==> config.mk <==
export PLATFORM = sky130hd
export DESIGN_NAME = ddr_read_channel_arbiter
export DESIGN_NICKNAME = d
export VERILOG_FILES = /design/src/rtl/ddr_read_channel_arbiter.sv
export SDC_FILE = /design/constraint.sdc
export NUM_CORES = 1
export LEC_CHECK = 0
export CAP_MARGIN = 20
export CORE_MARGIN = 2
export CORE_UTILIZATION = 52
export CTS_BUF_LIST = sky130_fd_sc_hd__clkbuf_4
export DETAILED_ROUTE_END_ITERATION = 8
export GPL_TIMING_DRIVEN = 0
export PLACE_DENSITY = 0.8
export REMOVE_ABC_BUFFERS = 1
export SKIP_CTS_REPAIR_TIMING = 1
export SYNTH_ARGS = -nofsm -noshare
export SYNTH_HDL_FRONTEND = slang
export SYNTH_SLANG_ARGS = --single-unit
==> constraint.sdc <==
create_clock -name clk -period 1.9 [get_ports clk]
set_clock_uncertainty 0.05 [all_clocks]
set_input_delay 0.285 -clock clk [delete_from_list [all_inputs] [get_ports clk]]
set_output_delay 0.285 -clock clk [all_outputs]
set_load 0.01 [all_outputs]
==> src/rtl/ddr_read_channel_arbiter.sv <==
// ddr_read_channel_arbiter: shares one DDR read port among CH_NUM camera
// channels, one fixed-length burst per grant, round-robin or manual select.
// Build option: define ARB_TIMEOUT_EN to build the inter-beat watchdog;
// without it timeout_err is tied low and a grant waits for all beats.
// Ports:
//   clk, rstn         clock, asynchronous active-low reset
//   ch_req            per-channel level request
//   manual_mode       1 = only manual_sel is eligible
//   manual_sel        channel index from the key bank switch
//   rd_beat           read master consumed one beat of the burst
//   grant_valid       high for the whole grant
//   grant_ch          granted channel, meaningful while grant_valid
//   burst_done        one-cycle pulse when the grant ends
//   timeout_err       one-cycle pulse when the watchdog aborts a grant
//   busy              FSM is in GRANT or DONE
module ddr_read_channel_arbiter #(
    parameter int CH_NUM    = 4,
    parameter int BURST_LEN = 256,
    parameter int TIMEOUT   = 65535
) (
    input  logic              clk,
    input  logic              rstn,
    input  logic [CH_NUM-1:0] ch_req,
    input  logic              manual_mode,
    input  logic [3:0]        manual_sel,
    input  logic              rd_beat,
    output logic              grant_valid,
    output logic [3:0]        grant_ch,
    output logic              burst_done,
    output logic              timeout_err,
    output logic              busy
);

    localparam int CNT_W = $clog2(BURST_LEN) + 1;
    localparam logic [CNT_W-1:0] LAST_BEAT = CNT_W'(BURST_LEN - 1);
    localparam logic [3:0]       PTR_RST   = 4'(CH_NUM - 1);

    if (CH_NUM < 1 || CH_NUM > 16 || BURST_LEN < 2 || TIMEOUT < 1)
    begin : g_bad_cfg
        $error("ddr_read_channel_arbiter: invalid parameters");
    end

    typedef enum logic [1:0] {
        IDLE,
        GRANT,
        DONE
    } state_t;

    state_t            state;
    logic [3:0]        ptr;
    logic [CNT_W-1:0]  beat_cnt;
    logic [CH_NUM-1:0] elig;
    logic [3:0]        pick;
    logic              found;

`ifdef ARB_TIMEOUT_EN
    localparam int WD_W = $clog2(TIMEOUT + 1);
    // Abort on the idle cycle that brings the count to TIMEOUT.
    localparam logic [WD_W-1:0] WD_LAST = WD_W'(TIMEOUT - 1);

    logic [WD_W-1:0] wd_cnt;
    logic            to_err_q;

    assign timeout_err = to_err_q;
`else
    assign timeout_err = 1'b0;
`endif

    // A manual_sel outside the channel range matches no bit, so nothing
    // is eligible.
    always_comb begin
        for (int i = 0; i < CH_NUM; i++) begin
            elig[i] = ch_req[i] & (~manual_mode | (manual_sel == 4'(i)));
        end
    end

    // First eligible channel searching upward from ptr+1, wrapping.
    always_comb begin
        found = 1'b0;
        pick  = '0;
        for (int k = 1; k <= CH_NUM; k++) begin
            if (!found && elig[(int'(ptr) + k) % CH_NUM]) begin
                found = 1'b1;
                pick  = 4'((int'(ptr) + k) % CH_NUM);
            end
        end
    end

    always_ff @(posedge clk or negedge rstn) begin
        if (!rstn) begin
            state       <= IDLE;
            grant_valid <= 1'b0;
            grant_ch    <= '0;
            burst_done  <= 1'b0;
            busy        <= 1'b0;
            beat_cnt    <= '0;
            ptr         <= PTR_RST;
`ifdef ARB_TIMEOUT_EN
            wd_cnt      <= '0;
            to_err_q    <= 1'b0;
`endif
        end else begin
            unique case (state)
                IDLE: begin
                    if (found) begin
                        state       <= GRANT;
                        grant_valid <= 1'b1;
                        grant_ch    <= pick;
                        busy        <= 1'b1;
                    end
                end
                GRANT: begin
                    if (rd_beat) begin
                        beat_cnt <= beat_cnt + 1'b1;
`ifdef ARB_TIMEOUT_EN
                        wd_cnt   <= '0;
`endif
                        if (beat_cnt == LAST_BEAT) begin
                            state       <= DONE;
                            grant_valid <= 1'b0;
                            burst_done  <= 1'b1;
                        end
                    end
`ifdef ARB_TIMEOUT_EN
                    else if (wd_cnt == WD_LAST) begin
                        state       <= DONE;
                        grant_valid <= 1'b0;
                        burst_done  <= 1'b1;
                        to_err_q    <= 1'b1;
                    end else begin
                        wd_cnt <= wd_cnt + 1'b1;
                    end
`endif
                end
                DONE: begin
                    state      <= IDLE;
                    burst_done <= 1'b0;
                    busy       <= 1'b0;
                    ptr        <= grant_ch;
                    beat_cnt   <= '0;
`ifdef ARB_TIMEOUT_EN
                    wd_cnt     <= '0;
                    to_err_q   <= 1'b0;
`endif
                end
                default: begin
                    state <= IDLE;
                end
            endcase
        end
    end

endmodule

==> flow_metrics.py, run 1 <==
metrics = {
    "status": {
        "status": "finished, final reports clean",
    },
    "hold_path": {
        "holdCritPathClass": "input port to asynchronous set/reset pin",
    },
    "synth": {
        "synth_top_area_share_pct": 37.65,
        "synth_area_leaders": "dfrtp_1 (38%), nand2_1 (5.3%), o21ai_0 (5.2%), dfstp_2 (4.9%), nor2_1 (4.9%)",
        "yosys.area.top_type": "dfrtp_1",
        "ys_ff_latch": 18,
        "yosys_warnings": 0,
        "synth-edff-count": 0,
        "yosysUniqueCellTypes": 40,
        "syn_area_sq_um": 1064,
        "yosysSeqAreaShare_pct": 42.59,
        "synthTopCellsByCount": "dfrtp_1 (16), nand2_1 (15), nor2_1 (14)",
        "syn_avg_cell_area_sq_um": 8.789,
        "postSynthCellCount": 121,
        "async_flop_share_pct": 100.0,
        "ys.flop_type": "dfrtp_1",
        "synthMostInstantiatedCell": "dfrtp_1",
    },
    "timing": {
        "whs_ns": 0.3734,
        "maxSlewViolCount": 0,
        "period_minus_slack_ns": 1.873,
        "worst_slew_pin_slew_ns": 0.7978,
        "rsz0062_at_grt": "yes",
        "finalSetupTns_ns": 0,
        "fin_crit_sh_pct": 98.56,
        "hold_viol": 0,
        "slew_headroom_pct": 46.65,
        "max_freq_mhz": 534.0,
        "setup-violations-final": 0,
    },
    "floorplanning": {
        "die_h_microns": 49.23,
        "die_w_microns": 49.23,
        "pin_count": 20,
        "row_count": 16,
        "dieArea_sq_um": 2423,
        "core_area_sq_um": 1942,
        "start_util_pct": 54.77,
    },
    "global_route": {
        "antenna_found_initial": 0,
        "grt_usage_pct": 21.12,
        "grt_pass1_wl_microns": 3836,
        "grt-ovfl-total": 0,
        "first_global_vias": 863,
        "grt_max_degree": 19,
    },
    "worst_setup_path": {
        "end_kind": "register",
        "cp-start-kind": "register",
        "r2r_setup_slack_ns": 0.03,
        "arrival_ns": 2.06,
        "crit_type": "register to register",
        "r2r_cells": 9,
        "worstReg2RegStart": "beat_cnt[1]$_DFFE_PN0P_",
        "crit_required_ns": 2.09,
        "crit_fanout": 3,
        "startpoint": "beat_cnt[1]$_DFFE_PN0P_",
        "crit_end": "burst_done$_DFFE_PN0P_",
        "r2r-end": "burst_done$_DFFE_PN0P_",
    },
    "power_and_ir_drop": {
        "peakVddDrop_mv": 0.6711,
        "powerDensity_nw_per_um2": 746.1,
        "p_leak_nw": 0.5768,
    },
    "clock_network": {
        "cts_made_buffers": 3,
        "clk_latency_ns": 0.31,
        "tritoncts": "yes",
        "cts-root-buf": "clkbuf_4",
        "cts.path.max_buffers": 2,
        "cts_num_sinks": 18,
        "htreeDepth": 1,
        "cts.clk_slew.worst_paths_ns": 0.11,
    },
    "finish": {
        "antenna_cells": 0,
        "area_growth_pct": 30.59,
        "drive_gt1_share_pct": 21.38,
        "nets": 160,
    },
    "drt": {
        "vias": 1003,
        "viasPerCell": 5.831,
        "remaining_drc_errors": 0,
        "wirelength_microns": 2683,
        "avgRoutedWirePerCell_microns": 15.60,
        "ant_nets": 0,
        "drtIter0Drc": 29,
        "firstDrtPassIters": 5,
    },
    "placement": {
        "place_congestion": 0.7839,
        "hpwl_microns": 1786,
        "port_buffers": 16,
    },
    "job": {
        "cap_viol_max_count": 0,
    },
}
[critical path: stages (launching register included)]
cell     delay, ns
dfrtp_1       0.39
ha_2          0.21
and3_4        0.19
and3_4        0.18
and3_4        0.20
ha_4          0.13
nand2_4       0.05
nor3b_4       0.23
nor2_1        0.08
nor2_1        0.09
[per-layer routing]
layer	vias up	global-route usage, %	routed length [microns]
met5	-	0	0
met2	31	35.81	1441
met3	3	6.135	132
li1	478	-	-
met4	0	7.143	28
met1	491	25.50	1081
[how the worst min path moves through the flow]
stage                                          to  slack, ns
after global routing      beat_cnt[3]$_DFFE_PN0P_       0.46
after detailed placement   burst_done$_DFFE_PN0P_       0.44
after global placement    beat_cnt[5]$_DFFE_PN0P_       0.43
final                     beat_cnt[3]$_DFFE_PN0P_       0.37
after floorplan           beat_cnt[0]$_DFFE_PN0P_      -0.06
after CTS                 beat_cnt[3]$_DFFE_PN0P_       0.41
[metrics by stage]
stage	std cells	power, mW	setup WS [ns]	utilization (%)	cell area (sq um)
floorplan	118	0.6354	0.1654	-	1041
global placement	161	0.7468	-0.2810	63.60	1235
detailed placement	161	0.7623	-0.2963	63.60	1235
CTS	165	0.9793	-0.1698	65.14	1265
global route	172	1.093	-0.04109	71.52	1389
finish	172	1.036	0.02738	71.52	1389
[cells by family after synthesis]
kind of cell             share of synthesized area (%)
AO/OA/AOI/OAI                                    21.53
XOR/XNOR                                         1.647
adder cells (fa/ha/maj)                          2.353
buffers and inverters                            4.941
flip-flops                                       42.59
other                                           0.3526
AND/OR/NAND/NOR                                  26.59
[report_power, final]
part	leakage, nW	total [mW]	switching [mW]	internal [mW]
clock	0.0184	0.223	0.127	0.0964
sequential	0.221	0.500	0.0553	0.444
combinational	0.338	0.313	0.150	0.163
total	0.577	1.04	0.332	0.704
[sequential cells by signal, indices dropped and copies added, names as in the netlist]
signal	count
busy	1
beat_cnt	9
ptr	2
state	2
burst_done	1
grant_valid	1
grant_ch	2
[final cells by class]
type / instances / area, sq um
Multi-Input combinational cell: 95 / 639.4
Fill cell: 166 / 553.0
Sequential cell: 18 / 452.9
Timing Repair Buffer: 22 / 210.2
Tap cell: 27 / 33.78
Clock buffer: 4 / 30.03
Inverter: 6 / 22.52
[layout by cell type, fill, tap and decap left out, drive strengths merged, types with 4 or more instances in the layout]
master / count
inv: 6
buf: 6
nor2: 14
nand2: 15
clkbuf: 4
nand3: 5
dfrtp: 16
clkdlybuf4s50: 14
o21ai: 16
Note: power is estimated with default switching activity, not from simulation.
==> run 2, diff against run 1 <==
--- a/config.mk
+++ b/config.mk
@@ -6,6 +6,7 @@
 export NUM_CORES = 1
 export LEC_CHECK = 0
 export CAP_MARGIN = 20
+export CORE_ASPECT_RATIO = 1.25
 export CORE_MARGIN = 2
 export CORE_UTILIZATION = 52
 export CTS_BUF_LIST = sky130_fd_sc_hd__clkbuf_4
==> flow_metrics.py, run 2 (synthesis gave the netlist of run 1 again) <==
metrics = {
    "status": {
        "status": "finished, final reports clean",
    },
    "worst_setup_path": {
        "crit_path_cell_trace": "clkdlybuf4s50_1 -> nor4_2 -> o21ai_2 -> and2_1 -> a222oi_1 -> o31ai_1",
        "arrival_ns": 1.95,
        "crit_fanout": 5,
        "crit_family": "compound AO/OA/AOI/OAI gates",
        "crit_required_ns": 2.02,
        "crit_type": "input port to register",
        "cp-start-kind": "input port",
        "cp_slowest_stage_delay_ns": 0.51,
        "slowest_stage": "clkdlybuf4s50_1",
        "end_kind": "register",
        "critPathBufInv": 1,
    },
    "timing": {
        "maxSlewViolCount": 0,
        "setup-violations-final": 0,
        "slew_headroom_pct": 47.60,
        "whs_ns": 0.3773,
        "worst_slack_ns": 0.07555,
        "worst_slew_pin_slew_ns": 0.7835,
        "finalSetupTns_ns": 0,
        "period_minus_slack_ns": 1.824,
        "fin_crit_sh_pct": 96.02,
        "max_freq_mhz": 548.1,
        "hold_viol": 0,
    },
    "finish": {
        "area_growth_pct": 29.88,
        "final_area_sq_um": 1381,
        "drive_gt1_share_pct": 21.92,
        "layout_common_cells": "dfrtp_1 (16), nor2_1 (14), nand2_1 (14), clkdlybuf4s50_1 (14), o21ai_0 (11)",
        "antenna_cells": 0,
        "fillers": 141,
        "register_area_sq_um": 452.9,
        "largest_reg_flops": 9,
        "nets": 161,
        "final_common_cell": "dfrtp_1",
        "largest_register": "beat_cnt",
        "multi_input_area_sq_um": 629.4,
    },
    "clock_network": {
        "tritoncts": "yes",
        "cts_num_sinks": 18,
        "cts.path.max_buffers": 2,
        "clk_latency_ns": 0.30,
        "cts_made_buffers": 3,
        "cts-root-buf": "clkbuf_4",
        "htreeDepth": 1,
        "cts.clk_slew.worst_paths_ns": 0.11,
    },
    "drt": {
        "avgRoutedWirePerCell_microns": 13.83,
        "wirelength_microns": 2295,
        "remaining_drc_errors": 0,
        "viasPerCell": 5.831,
        "ant_nets": 0,
        "firstDrtPassIters": 4,
        "drtIter0Drc": 7,
        "vias": 968,
    },
    "placement": {
        "place_ws_ns": -0.3023,
        "place_congestion": 0.7982,
        "hpwl_microns": 1551,
        "port_buffers": 16,
        "placed_area_sq_um": 1226,
    },
    "global_route": {
        "grt_pass1_wl_microns": 3436,
        "grt-ovfl-total": 0,
        "grt_usage_pct": 19.45,
        "antenna_found_initial": 0,
        "grt_max_degree": 19,
        "first_global_vias": 815,
    },
    "power_and_ir_drop": {
        "peakVddDrop_mv": 0.6688,
        "powerDensity_nw_per_um2": 729.3,
        "p_leak_nw": 0.5742,
    },
    "floorplanning": {
        "row_count": 18,
        "core_area_sq_um": 1959,
        "die_w_microns": 44.45,
        "pin_count": 20,
        "die_h_microns": 54.56,
        "start_util_pct": 54.28,
        "dieArea_sq_um": 2425,
    },
    "job": {
        "cap_viol_max_count": 0,
    },
    "hold_path": {
        "holdCritPathClass": "input port to asynchronous set/reset pin",
    },
}
## run 2: cell types whose count changed in the layout (fill, tap and decap cells not counted), sizes merged
| cell | delta |
|---|---|
| buf | +2 |
| clkbuf | -1 |
| clkinv | +1 |
| o21ai | -1 |
## run 2: through the flow
stage	utilization [%]	cells	power [mW]
floorplan	-	118	0.6354
global route	70.50	166	1.073
CTS	63.92	158	0.9478
finish	70.50	166	1.007
detailed placement	62.58	154	0.7551
global placement	62.58	154	0.7444
## run 2: area by class of cell
class,instances,area share [%]
inverter,6,1.630
sequential,18,32.79
tap,20,1.812
clock buffer,3,1.630
clock inverter,1,0.2717
timing repair buffer,24,16.30
multi-input combinational,94,45.56
## run 2: worst paths after layout
check / start / endpoint / slack (ns) / depth (start not counted)
worst max-delay path: manual_sel[0] / grant_ch[1]$_DFFE_PN0P_ / 0.08 / 6
max in group asynchronous: rstn / busy$_DFFE_PN0P_ / 0.92 / 1
min in group clk: busy$_DFFE_PN0P_ / busy$_DFFE_PN0P_ / 0.46 / 2
worst min register to register: busy$_DFFE_PN0P_ / busy$_DFFE_PN0P_ / 0.46 / 2
worst min-delay path: rstn / beat_cnt[6]$_DFFE_PN0P_ / 0.38 / 1
worst max register to register: beat_cnt[0]$_DFFE_PN0P_ / grant_valid$_DFFE_PN0P_ / 0.08 / 8
## run 2: routing by layer
layer  wire, microns  part of all wire [%]  global-route usage [%]  vias to the layer above
met2            1124                    49                   32.11                       18
met5               0                     0                       0                        -
li1                -                     -                       -                      480
met1            1074                    47                   24.84                      465
met4              29                   1.3                   9.596                        0
met3              67                   2.9                   2.970                        5
## run 2: power breakdown
group / total [mW] / switching, mW / internal [mW] / leakage, nW
registers: 0.498 / 0.0531 / 0.444 / 0.221
clock network: 0.199 / 0.122 / 0.0765 / 0.0154
logic: 0.311 / 0.140 / 0.171 / 0.338
==> run 3, diff against run 2 <==
==> constraint.sdc (replaced) <==
create_clock -name clk -period 1.8 [get_ports clk]
set_clock_uncertainty 0.05 [all_clocks]
set_input_delay 0.27 -clock clk [delete_from_list [all_inputs] [get_ports clk]]
set_output_delay 0.27 -clock clk [all_outputs]
set_load 0.01 [all_outputs]
==> flow_metrics.py, run 3 (synthesis gave the netlist of run 1 again) <==
metrics = {
    "status": {
        "status": "complete, but fails checks",
        "failed_checks": "setup timing",
    },
    "drt": {
        "ant_nets": 0,
        "remaining_drc_errors": 0,
        "drtIter0Drc": 27,
        "avgRoutedWirePerCell_microns": 14.83,
        "firstDrtPassIters": 5,
        "vias": 979,
        "wirelength_microns": 2461,
        "viasPerCell": 5.898,
    },
    "worst_setup_path": {
        "arrival_ns": 1.93,
        "crit_top_cell": "and3_4",
        "crit_path_cell_trace": "ha_2 -> and3_4 -> and3_4 -> and3_4 -> ha_4 -> nand2_4 -> nor3b_4 -> o21ai_0",
        "slowest_stage": "dfrtp_1",
        "crit_fanout": 3,
        "cp-start-kind": "register",
        "crit_type": "register to register",
        "crit_required_ns": 1.93,
        "end_kind": "register",
        "cp_slowest_stage_delay_ns": 0.37,
    },
    "global_route": {
        "grt_max_degree": 19,
        "grt_pass1_wl_microns": 3436,
        "antenna_found_initial": 0,
        "grt_usage_pct": 19.45,
        "grt-ovfl-total": 0,
        "first_global_vias": 815,
    },
    "timing": {
        "slew_headroom_pct": 47.61,
        "worst_slew_pin_slew_ns": 0.7834,
        "hold_viol": 0,
        "fin_crit_sh_pct": 100.4,
        "max_freq_mhz": 553.2,
        "rsz0062_at_grt": "yes",
        "worst_slack_ns": -0.007669,
        "maxSlewViolCount": 0,
        "period_minus_slack_ns": 1.808,
        "setup-violations-final": 2,
        "finalSetupTns_ns": -0.01282,
    },
    "power_and_ir_drop": {
        "p_leak_nw": 0.6075,
        "powerDensity_nw_per_um2": 756.2,
        "peakVddDrop_mv": 0.6880,
    },
    "placement": {
        "place_congestion": 0.7982,
        "place_ws_ns": -0.3873,
        "placed_area_sq_um": 1226,
        "port_buffers": 16,
        "hpwl_microns": 1551,
    },
    "finish": {
        "final_common_cell": "dfrtp_1",
        "fillers": 137,
        "multi_input_area_sq_um": 655.6,
        "register_area_sq_um": 452.9,
        "drive_gt1_share_pct": 22.60,
        "nets": 161,
        "largest_register": "beat_cnt",
        "area_growth_pct": 32.82,
        "final_area_sq_um": 1413,
        "antenna_cells": 0,
        "layout_common_cells": "dfrtp_1 (16), nor2_1 (14), nand2_1 (14), clkdlybuf4s50_1 (12), o21ai_0 (11)",
        "largest_reg_flops": 9,
    },
    "clock_network": {
        "cts_made_buffers": 3,
        "cts.path.max_buffers": 2,
        "cts.clk_slew.worst_paths_ns": 0.10,
        "tritoncts": "yes",
        "clk_latency_ns": 0.29,
        "htreeDepth": 1,
        "cts-root-buf": "clkbuf_4",
        "cts_num_sinks": 18,
    },
    "hold_path": {
        "holdCritPathClass": "input port to asynchronous set/reset pin",
    },
    "job": {
        "cap_viol_max_count": 0,
    },
    "floorplanning": {
        "dieArea_sq_um": 2425,
        "die_w_microns": 44.45,
        "start_util_pct": 54.28,
        "die_h_microns": 54.56,
        "pin_count": 20,
        "row_count": 18,
        "core_area_sq_um": 1959,
    },
}
run 3: through the flow:
stage | utilization, % | cells | total power, mW | hold WS [ns]
6_report | 72.09 | 166 | 1.068 | 0.3717
5_1_grt | 72.09 | 166 | 1.138 | 0.4552
4_1_cts | 63.92 | 158 | 1.000 | 0.3940
3_3_place_gp | 62.58 | 154 | 0.7858 | 0.4321
3_5_place_dp | 62.58 | 154 | 0.7970 | 0.4411
2_1_floorplan | - | 118 | 0.6707 | -0.07559
run 3: worst paths after layout:
kind | slack, ns | end | depth (start not counted) | startpoint
worst min-delay path | 0.37 | beat_cnt[7]$_DFFE_PN0P_ | 1 | rstn
worst max register to register | -0.008 | grant_valid$_DFFE_PN0P_ | 8 | beat_cnt[0]$_DFFE_PN0P_
worst min register to register | 0.46 | busy$_DFFE_PN0P_ | 2 | busy$_DFFE_PN0P_
worst max-delay path | -0.008 | grant_valid$_DFFE_PN0P_ | 8 | beat_cnt[0]$_DFFE_PN0P_
min in group clk | 0.46 | busy$_DFFE_PN0P_ | 2 | busy$_DFFE_PN0P_
max in group asynchronous | 0.84 | burst_done$_DFFE_PN0P_ | 1 | rstn
run 3: area by class of cell:
type,count,area share (%)
clock buffer,3,1.594
clock inverter,1,0.2657
inverter,6,1.594
multi-input combinational,94,46.41
sequential,18,32.06
tap,20,1.771
timing repair buffer,24,16.30
run 3: worst max-delay path: cells and delay by family (launching register included):
kind,cells,cell delay (ns)
AO/OA/AOI/OAI,1,0.11
adder cells (fa/ha/maj),2,0.32
flip-flops,1,0.37
AND/OR/NAND/NOR,5,0.82
run 3: layer usage:
metal,vias up,GRT usage (%),share of wire [%]
li1,479,-,-
met1,471,24.84,44
met2,25,32.11,52
met3,4,2.970,3.2
met4,0,9.596,0.49
met5,-,0,0
run 3: report_power, final:
group          switching, mW  internal, mW
logic                  0.154         0.183
clock network          0.124        0.0807
registers             0.0576         0.469
total                  0.336         0.732
